==> src/rtl/riscv_div_pkg.sv <==
// riscv_div_pkg: shared definitions for the RV64M iterative divider.
//   - DIVControl field positions
//   - FSM state encoding
//   - most-negative constants used by the overflow check
//   - sext32: sign-extend a 32-bit value to the datapath width
package riscv_div_pkg;

  localparam int DIV_XLEN     = 64;
  localparam int DIV_WORD_BIT = 2;
  localparam int DIV_REM_BIT  = 1;
  localparam int DIV_UNS_BIT  = 0;

  localparam logic [DIV_XLEN-1:0] XLEN_MIN = {1'b1, {(DIV_XLEN-1){1'b0}}};
  localparam logic [31:0]         W_MIN    = 32'h8000_0000;

  typedef enum logic [1:0] {
    IDLE = 2'd0,
    CALC = 2'd1,
    DONE = 2'd2
  } div_state_t;

  function automatic logic [DIV_XLEN-1:0] sext32(input logic [31:0] v);
    return {{(DIV_XLEN-32){v[31]}}, v};
  endfunction

endpackage

==> src/rtl/riscv_divider_if.sv <==
// riscv_divider_if: execute-stage <-> divider request/response bundle.
//   master (pipeline): start, flush, rs1, rs2, DIVControl -> ; <- busy, done, result
//   slave  (divider) : mirror image
interface riscv_divider_if #(parameter int XLEN = 64);
  logic            start;
  logic            flush;
  logic [XLEN-1:0] rs1;
  logic [XLEN-1:0] rs2;
  logic [2:0]      DIVControl;
  logic            busy;
  logic            done;
  logic [XLEN-1:0] result;

  modport master (output start, flush, rs1, rs2, DIVControl,
                  input  busy, done, result);
  modport slave  (input  start, flush, rs1, rs2, DIVControl,
                  output busy, done, result);
endinterface

==> src/rtl/riscv_div_step.sv <==
// riscv_div_step: one combinational radix-2 non-restoring iteration.
//   rem_in  [W:0]   signed partial remainder
//   quo_in  [W-1:0] dividend bits still to shift in / quotient bits so far
//   divisor [W-1:0] divisor magnitude
//   rem_out, quo_out: state after one shift + add/subtract
module riscv_div_step #(parameter int W = 64) (
  input  logic [W:0]   rem_in,
  input  logic [W-1:0] quo_in,
  input  logic [W-1:0] divisor,
  output logic [W:0]   rem_out,
  output logic [W-1:0] quo_out
);
  logic [W:0] w_shift;

  always_comb begin
    w_shift = {rem_in[W-1:0], quo_in[W-1]};
    // Negative partial remainder: add instead of restoring. The result always
    // fits W+1 bits, so wrap-around of the shifted value is harmless.
    rem_out = rem_in[W] ? (w_shift + {1'b0, divisor}) : (w_shift - {1'b0, divisor});
    // Quotient bit equals what a restoring divider would produce.
    quo_out = {quo_in[W-2:0], ~rem_out[W]};
  end
endmodule

==> src/rtl/riscv_divider.sv <==
// riscv_divider: iterative RV64M divide unit (DIV/DIVU/REM/REMU + W forms).
//   clk, rst  : clock, synchronous active-high reset
//   bus       : riscv_divider_if.slave (start/flush/rs1/rs2/DIVControl in,
//               busy/done/result out)
// One quotient bit per cycle; divide-by-zero and signed overflow finish
// straight from IDLE. Operands are reduced to magnitudes up front and signs
// are reapplied when the result is registered on entry to DONE, so done and
// result line up in the same cycle.
module riscv_divider
  import riscv_div_pkg::*;
#(
  parameter int XLEN = DIV_XLEN
) (
  input  logic           clk,
  input  logic           rst,
  riscv_divider_if.slave bus
);
  div_state_t      r_state, w_next;
  logic            r_word, r_rem_sel, r_q_neg, r_r_neg;
  logic [6:0]      r_count;
  logic [XLEN:0]   r_rem;
  logic [XLEN-1:0] r_quo, r_divisor, r_result;

  // launch-side decode
  logic            w_word, w_uns, w_a_neg, w_b_neg, w_div0, w_ovf, w_special;
  logic [XLEN-1:0] w_a, w_b, w_a_abs, w_b_abs, w_spec_sel, w_spec_res;
  // finish-side
  logic [XLEN:0]   w_rem;
  logic [XLEN-1:0] w_quo, w_rem_fix, w_q_mag, w_q, w_r, w_sel, w_fin_res;

  riscv_div_step #(.W(XLEN)) u_step (
    .rem_in (r_rem),
    .quo_in (r_quo),
    .divisor(r_divisor),
    .rem_out(w_rem),
    .quo_out(w_quo)
  );

  always_comb begin
    w_word  = bus.DIVControl[DIV_WORD_BIT];
    w_uns   = bus.DIVControl[DIV_UNS_BIT];
    w_a     = w_word ? (w_uns ? {32'b0, bus.rs1[31:0]} : sext32(bus.rs1[31:0])) : bus.rs1;
    w_b     = w_word ? (w_uns ? {32'b0, bus.rs2[31:0]} : sext32(bus.rs2[31:0])) : bus.rs2;
    w_a_neg = ~w_uns & w_a[XLEN-1];
    w_b_neg = ~w_uns & w_b[XLEN-1];
    w_a_abs = w_a_neg ? -w_a : w_a;
    w_b_abs = w_b_neg ? -w_b : w_b;
    w_div0  = (w_b == '0);
    w_ovf   = ~w_uns & (&w_b) & (w_a == (w_word ? sext32(W_MIN) : XLEN_MIN));
    w_special = w_div0 | w_ovf;
    if (bus.DIVControl[DIV_REM_BIT]) w_spec_sel = w_div0 ? w_a : '0;
    else                             w_spec_sel = w_div0 ? '1  : w_a;
    w_spec_res = w_word ? sext32(w_spec_sel[31:0]) : w_spec_sel;

    // Last iteration's step output feeds the result register directly.
    w_rem_fix = w_rem[XLEN-1:0] + (w_rem[XLEN] ? r_divisor : '0);
    w_q_mag   = r_word ? {32'b0, w_quo[31:0]} : w_quo;
    w_q       = r_q_neg ? -w_q_mag : w_q_mag;
    w_r       = r_r_neg ? -w_rem_fix : w_rem_fix;
    w_sel     = r_rem_sel ? w_r : w_q;
    w_fin_res = r_word ? sext32(w_sel[31:0]) : w_sel;
  end

  always_comb begin
    w_next = r_state;
    case (r_state)
      IDLE:    if (bus.start) w_next = w_special ? DONE : CALC;
      CALC:    if (r_count == 7'd1) w_next = DONE;
      DONE:    w_next = IDLE;
      default: w_next = IDLE;
    endcase
    if (bus.flush) w_next = IDLE;
  end

  always_ff @(posedge clk) begin
    if (rst) r_state <= IDLE;
    else     r_state <= w_next;
  end

  always_ff @(posedge clk) begin
    if (rst) begin
      r_word    <= 1'b0;
      r_rem_sel <= 1'b0;
      r_q_neg   <= 1'b0;
      r_r_neg   <= 1'b0;
      r_count   <= '0;
      r_rem     <= '0;
      r_quo     <= '0;
      r_divisor <= '0;
      r_result  <= '0;
    end else if (!bus.flush) begin
      case (r_state)
        IDLE: if (bus.start) begin
          r_word    <= w_word;
          r_rem_sel <= bus.DIVControl[DIV_REM_BIT];
          r_q_neg   <= w_a_neg ^ w_b_neg;
          r_r_neg   <= w_a_neg;
          r_count   <= w_word ? 7'd32 : 7'd64;
          r_rem     <= '0;
          // Word dividends sit in the top half so 32 shifts drain them.
          r_quo     <= w_word ? {w_a_abs[31:0], 32'b0} : w_a_abs;
          r_divisor <= w_b_abs;
          if (w_special) r_result <= w_spec_res;
        end
        CALC: begin
          r_rem   <= w_rem;
          r_quo   <= w_quo;
          r_count <= r_count - 7'd1;
          if (r_count == 7'd1) r_result <= w_fin_res;
        end
        default: ;
      endcase
    end
  end

  assign bus.busy   = (r_state != IDLE);
  assign bus.done   = (r_state == DONE);
  assign bus.result = r_result;

endmodule

==> src/flat_wrapper.sv <==
// flat-port wrapper written by rule: the top's interface ports become plain ports
module riscv_divider_flat import riscv_div_pkg::*;
#(
  parameter int XLEN = DIV_XLEN
)
  (clk, rst, bus_start, bus_flush, bus_rs1, bus_rs2, bus_DIVControl, bus_busy, bus_done, bus_result);
  riscv_divider_if #(.XLEN(XLEN)) bus_i ();
  input  logic clk;
  input  logic rst;
  input wire logic [$bits(bus_i.start)-1:0] bus_start;
  input wire logic [$bits(bus_i.flush)-1:0] bus_flush;
  input wire logic [$bits(bus_i.rs1)-1:0] bus_rs1;
  input wire logic [$bits(bus_i.rs2)-1:0] bus_rs2;
  input wire logic [$bits(bus_i.DIVControl)-1:0] bus_DIVControl;
  output wire logic [$bits(bus_i.busy)-1:0] bus_busy;
  output wire logic [$bits(bus_i.done)-1:0] bus_done;
  output wire logic [$bits(bus_i.result)-1:0] bus_result;
  assign bus_i.start = bus_start;
  assign bus_i.flush = bus_flush;
  assign bus_i.rs1 = bus_rs1;
  assign bus_i.rs2 = bus_rs2;
  assign bus_i.DIVControl = bus_DIVControl;
  assign bus_busy = bus_i.busy;
  assign bus_done = bus_i.done;
  assign bus_result = bus_i.result;
  riscv_divider #(.XLEN(XLEN)) u_core (.clk(clk), .rst(rst), .bus(bus_i));
endmodule
==> config.mk <==
export PLATFORM = sky130hd
export DESIGN_NAME = riscv_divider_flat
export DESIGN_NICKNAME = d
export VERILOG_FILES = /design/src/rtl/riscv_div_pkg.sv /design/src/rtl/riscv_divider_if.sv /design/src/rtl/riscv_div_step.sv /design/src/rtl/riscv_divider.sv /design/src/flat_wrapper.sv
export SDC_FILE = /design/constraint.sdc
export NUM_CORES = 2
export LEC_CHECK = 0
export ABC_AREA = 1
export CAP_MARGIN = 30
export CORE_MARGIN = 3
export CORE_UTILIZATION = 25
export DETAILED_ROUTE_END_ITERATION = 16
export MAX_ROUTING_LAYER = met4
export PLACE_DENSITY_LB_ADDON = 0.25
export SLEW_MARGIN = 10
export SYNTH_ARGS = -nofsm -noshare
export SYNTH_HDL_FRONTEND = slang
export SYNTH_SLANG_ARGS = --single-unit
export TNS_END_PERCENT = 1
==> constraint.sdc <==
create_clock -name clk -period 12.2 [get_ports clk]
set_input_delay 2.44 -clock clk [delete_from_list [all_inputs] [get_ports clk]]
set_output_delay 2.44 -clock clk [all_outputs]
set_load 0.01 [all_outputs]
==> run metrics <==
Crit path buffers/inverters 3; die height 373 um; multi-input logic area 23,900 sq um; Worst Tran Pin Value 1.16 ns; initial DRC count 3,962; pwr/cell area 159 nW/um^2; antenna violations before repair 6; Most used DFF post-synth dfxtp_1; hold-fix buffer count after cts 0; pins over their slew limit 0; count of different cell masters after synthesis 70; Synth area leaders nand2_1, dfxtp_1, inv_1; Inst Count DP 7,968; Final Hold Fails 0; Hold Crit Depth 2; via-per-instance ratio 5.05; register area share after synthesis 16.0%; Post-DRT Antenna Nets 0; Synth Area per Inst 5.46 sq um; H-tree levels 2; yosys warns 0; max-cap violation count 0; Crit path largest cell delay 0.58 ns; setup TNS 0 ns; GRT overflow 0; leakage 18.4 nW; Period minus WS final 9.14 ns; Synth top area share 20.0%; vias in the first global route 38,400; Setup Skew 0.0279 ns; normalized max-slew margin 22.3%; Via Count 40,600; Fillers 15,400; Post-synth top cells nand2_1, inv_1, nor2_1, a21oi_1, o21ai_0; most numerous cell in the Yosys netlist nand2_1; sequential cell area 5410 sq um; Layout Nets 6,523; DRC violations left 0; async set or reset register ratio after synthesis 0%; Crit. path cell count 46; Post-synth EDFFs 0; clock-pin slew on the worst setup and hold paths 0.06 ns; RSZ-0062 raised after global routing no; Critical Path End Type flip-flop; post-cts repair resize count 0; Peak Freq 109 MHz; Post-CTS Repair Setup Buffers 0; Starting Density 25.2%; Final GP Congestion 1.02; Clk Latency, worst-skew pair 0.60 ns; All-Layer GR Usage 24.2%; R2R cell count 46; hpwl dp 141,000 um; Final setup viols 0; critical path fanouts, max 65; CP top delay family simple AND/OR/NAND/NOR gates; outcome finished, final reports clean; cell repeated most along the worst path nand2_1; num rows 134; largest net degree at the start of global routing 78; core area 134,000 sq um; crit path kind flip-flop to flip-flop; Tcrit/Tclk final 74.9%; # port buffers 200; # IOs 201; DIE AREA 139,000 sq um; Finished Layout Cells 8,043; Root Driver clkbuf_16; Routed WL 171,000 um; Arrival @ worst endpoint 9.60 ns; CTS Buf Count 38; CP max-delay cell buf_4; Synth Instances 6,165; first-pass GRT wire length 251,000 um; Yosys reg bits 270; drt wl/cell 21.2 um; syn_nets 6,443; Layout area overhead 14.8%; Detailed Routing Iterations Pass 1 6; critical path required time 12.66 ns; CP Launch Type flip-flop; CTS tree built; share of cells above drive strength 1 4.59%; hold crit path type flip-flop to flip-flop; die width 373 um; CTS sink count 270; Max IR drop VDD 0.0824 mV; biggest area consumer among synthesized cells nand2_1; Post-Syn Area 33,700 sq um; clk buf depth 3
per-stage QoR:
step | util, % | instance area, sq um | hold WS (ns) | setup WS (ns) | power [mW]
2_1_floorplan | - | 33700 | 0.422 | 5.35 | 3.57
3_3_place_gp | 27.9 | 37300 | 0.452 | 3.23 | 4.92
3_5_place_dp | 27.9 | 37300 | 0.456 | 3.21 | 4.91
4_1_cts | 28.9 | 38600 | 0.465 | 3.11 | 6.15
5_1_grt | 28.9 | 38600 | 0.483 | 2.10 | 6.65
6_report | 28.9 | 38700 | 0.465 | 3.06 | 6.14
report_power, final:
part | switching [mW] | internal, mW
registers | 0.0474 | 0.923
clock network | 0.489 | 0.729
logic | 2.88 | 1.07
cell type report:
| type | instances | area share, % |
|---|---|---|
| sequential | 270 | 14.0 |
| inverter | 934 | 9.08 |
| clock inverter | 12 | 0.463 |
| tap | 1768 | 5.72 |
| multi-input combinational | 4755 | 61.7 |
| timing repair buffer | 246 | 6.08 |
| antenna | 2 | 0.0129 |
| clock buffer | 56 | 2.93 |
worst reg2reg max path, delay by kind of cell (launching register included):
kind,cells,cell delay (ns)
AOI/OAI and AO/OA,6,0.90
xor gates and xnor gates,1,0.28
DFF,1,0.33
adders and majority gates,2,0.82
buffers and inverters,3,1.15
and+or+nand+nor,34,5.53
cell usage in the layout, fill, tap and decap left out, types with 7 or more instances in the layout:
master | Yosys | final
nand2_1 | 1795 | 1794
inv_1 | 911 | 910
nor2_1 | 750 | 745
a21oi_1 | 479 | 479
nand3_1 | 348 | 348
o21ai_0 | 350 | 348
dfxtp_1 | 270 | 267
clkdlybuf4s50_1 | 0 | 197
xor2_1 | 157 | 157
ha_1 | 141 | 141
nor3_1 | 95 | 95
nand4_1 | 93 | 93
o211ai_1 | 57 | 57
o22ai_1 | 47 | 47
nor4_1 | 47 | 45
clkbuf_16 | 0 | 41
buf_4 | 8 | 40
xnor2_1 | 37 | 37
nor2_2 | 33 | 35
nand2_2 | 32 | 33
o21ai_1 | 27 | 29
a31oi_1 | 26 | 26
nand3b_1 | 22 | 22
inv_2 | 19 | 20
nand3_2 | 20 | 20
a22oi_1 | 17 | 17
a21oi_2 | 16 | 16
a21o_1 | 13 | 13
nor2_4 | 10 | 13
o31ai_1 | 11 | 11
o21a_1 | 11 | 11
o32ai_1 | 11 | 11
a221oi_1 | 10 | 10
clkbuf_1 | 129 | 10
o21bai_1 | 8 | 8
o2111ai_1 | 8 | 8
or2_2 | 8 | 8
and2_1 | 8 | 8
and3_1 | 7 | 7
logic make-up after synthesis:
family,after synthesis,synth area share [%]
simple gates,3290,41.4
mux,1,0.0297
fa+ha+maj,144,5.39
buf+inv,1140,13.3
flops,270,16.0
xor+xnor,194,5.05
compound gates,1126,18.8
registers in the layout, indices dropped and copies added (netlist names):
name	cells
u_core.r_word	1
u_core.bus.result	64
u_core.r_r_neg	1
u_core.r_rem_sel	1
u_core.r_q_neg	1
u_core.r_rem	65
u_core.r_divisor	64
u_core.r_count	7
u_core.r_state	2
u_core.r_quo	64
final timing paths:
check                                    startpoint                     to  slack (ns)
worst min-delay path               u_core.r_quo[47]       u_core.r_quo[47]        0.47
worst max-delay path            u_core.r_divisor[0]  u_core.bus.result[34]        3.06
worst max register to register  u_core.r_divisor[0]  u_core.bus.result[34]        3.06
worst min register to register     u_core.r_quo[47]       u_core.r_quo[47]        0.47
layer usage:
layer	track usage [%]	vias to the layer above	routed length, um
met2	38.9	1399	77600
met5	-	-	0
met1	31.8	19000	76700
li1	-	20100	-
met4	6.25	0	4650
met3	3.39	182	11700
(Power assumes the default switching activity.)
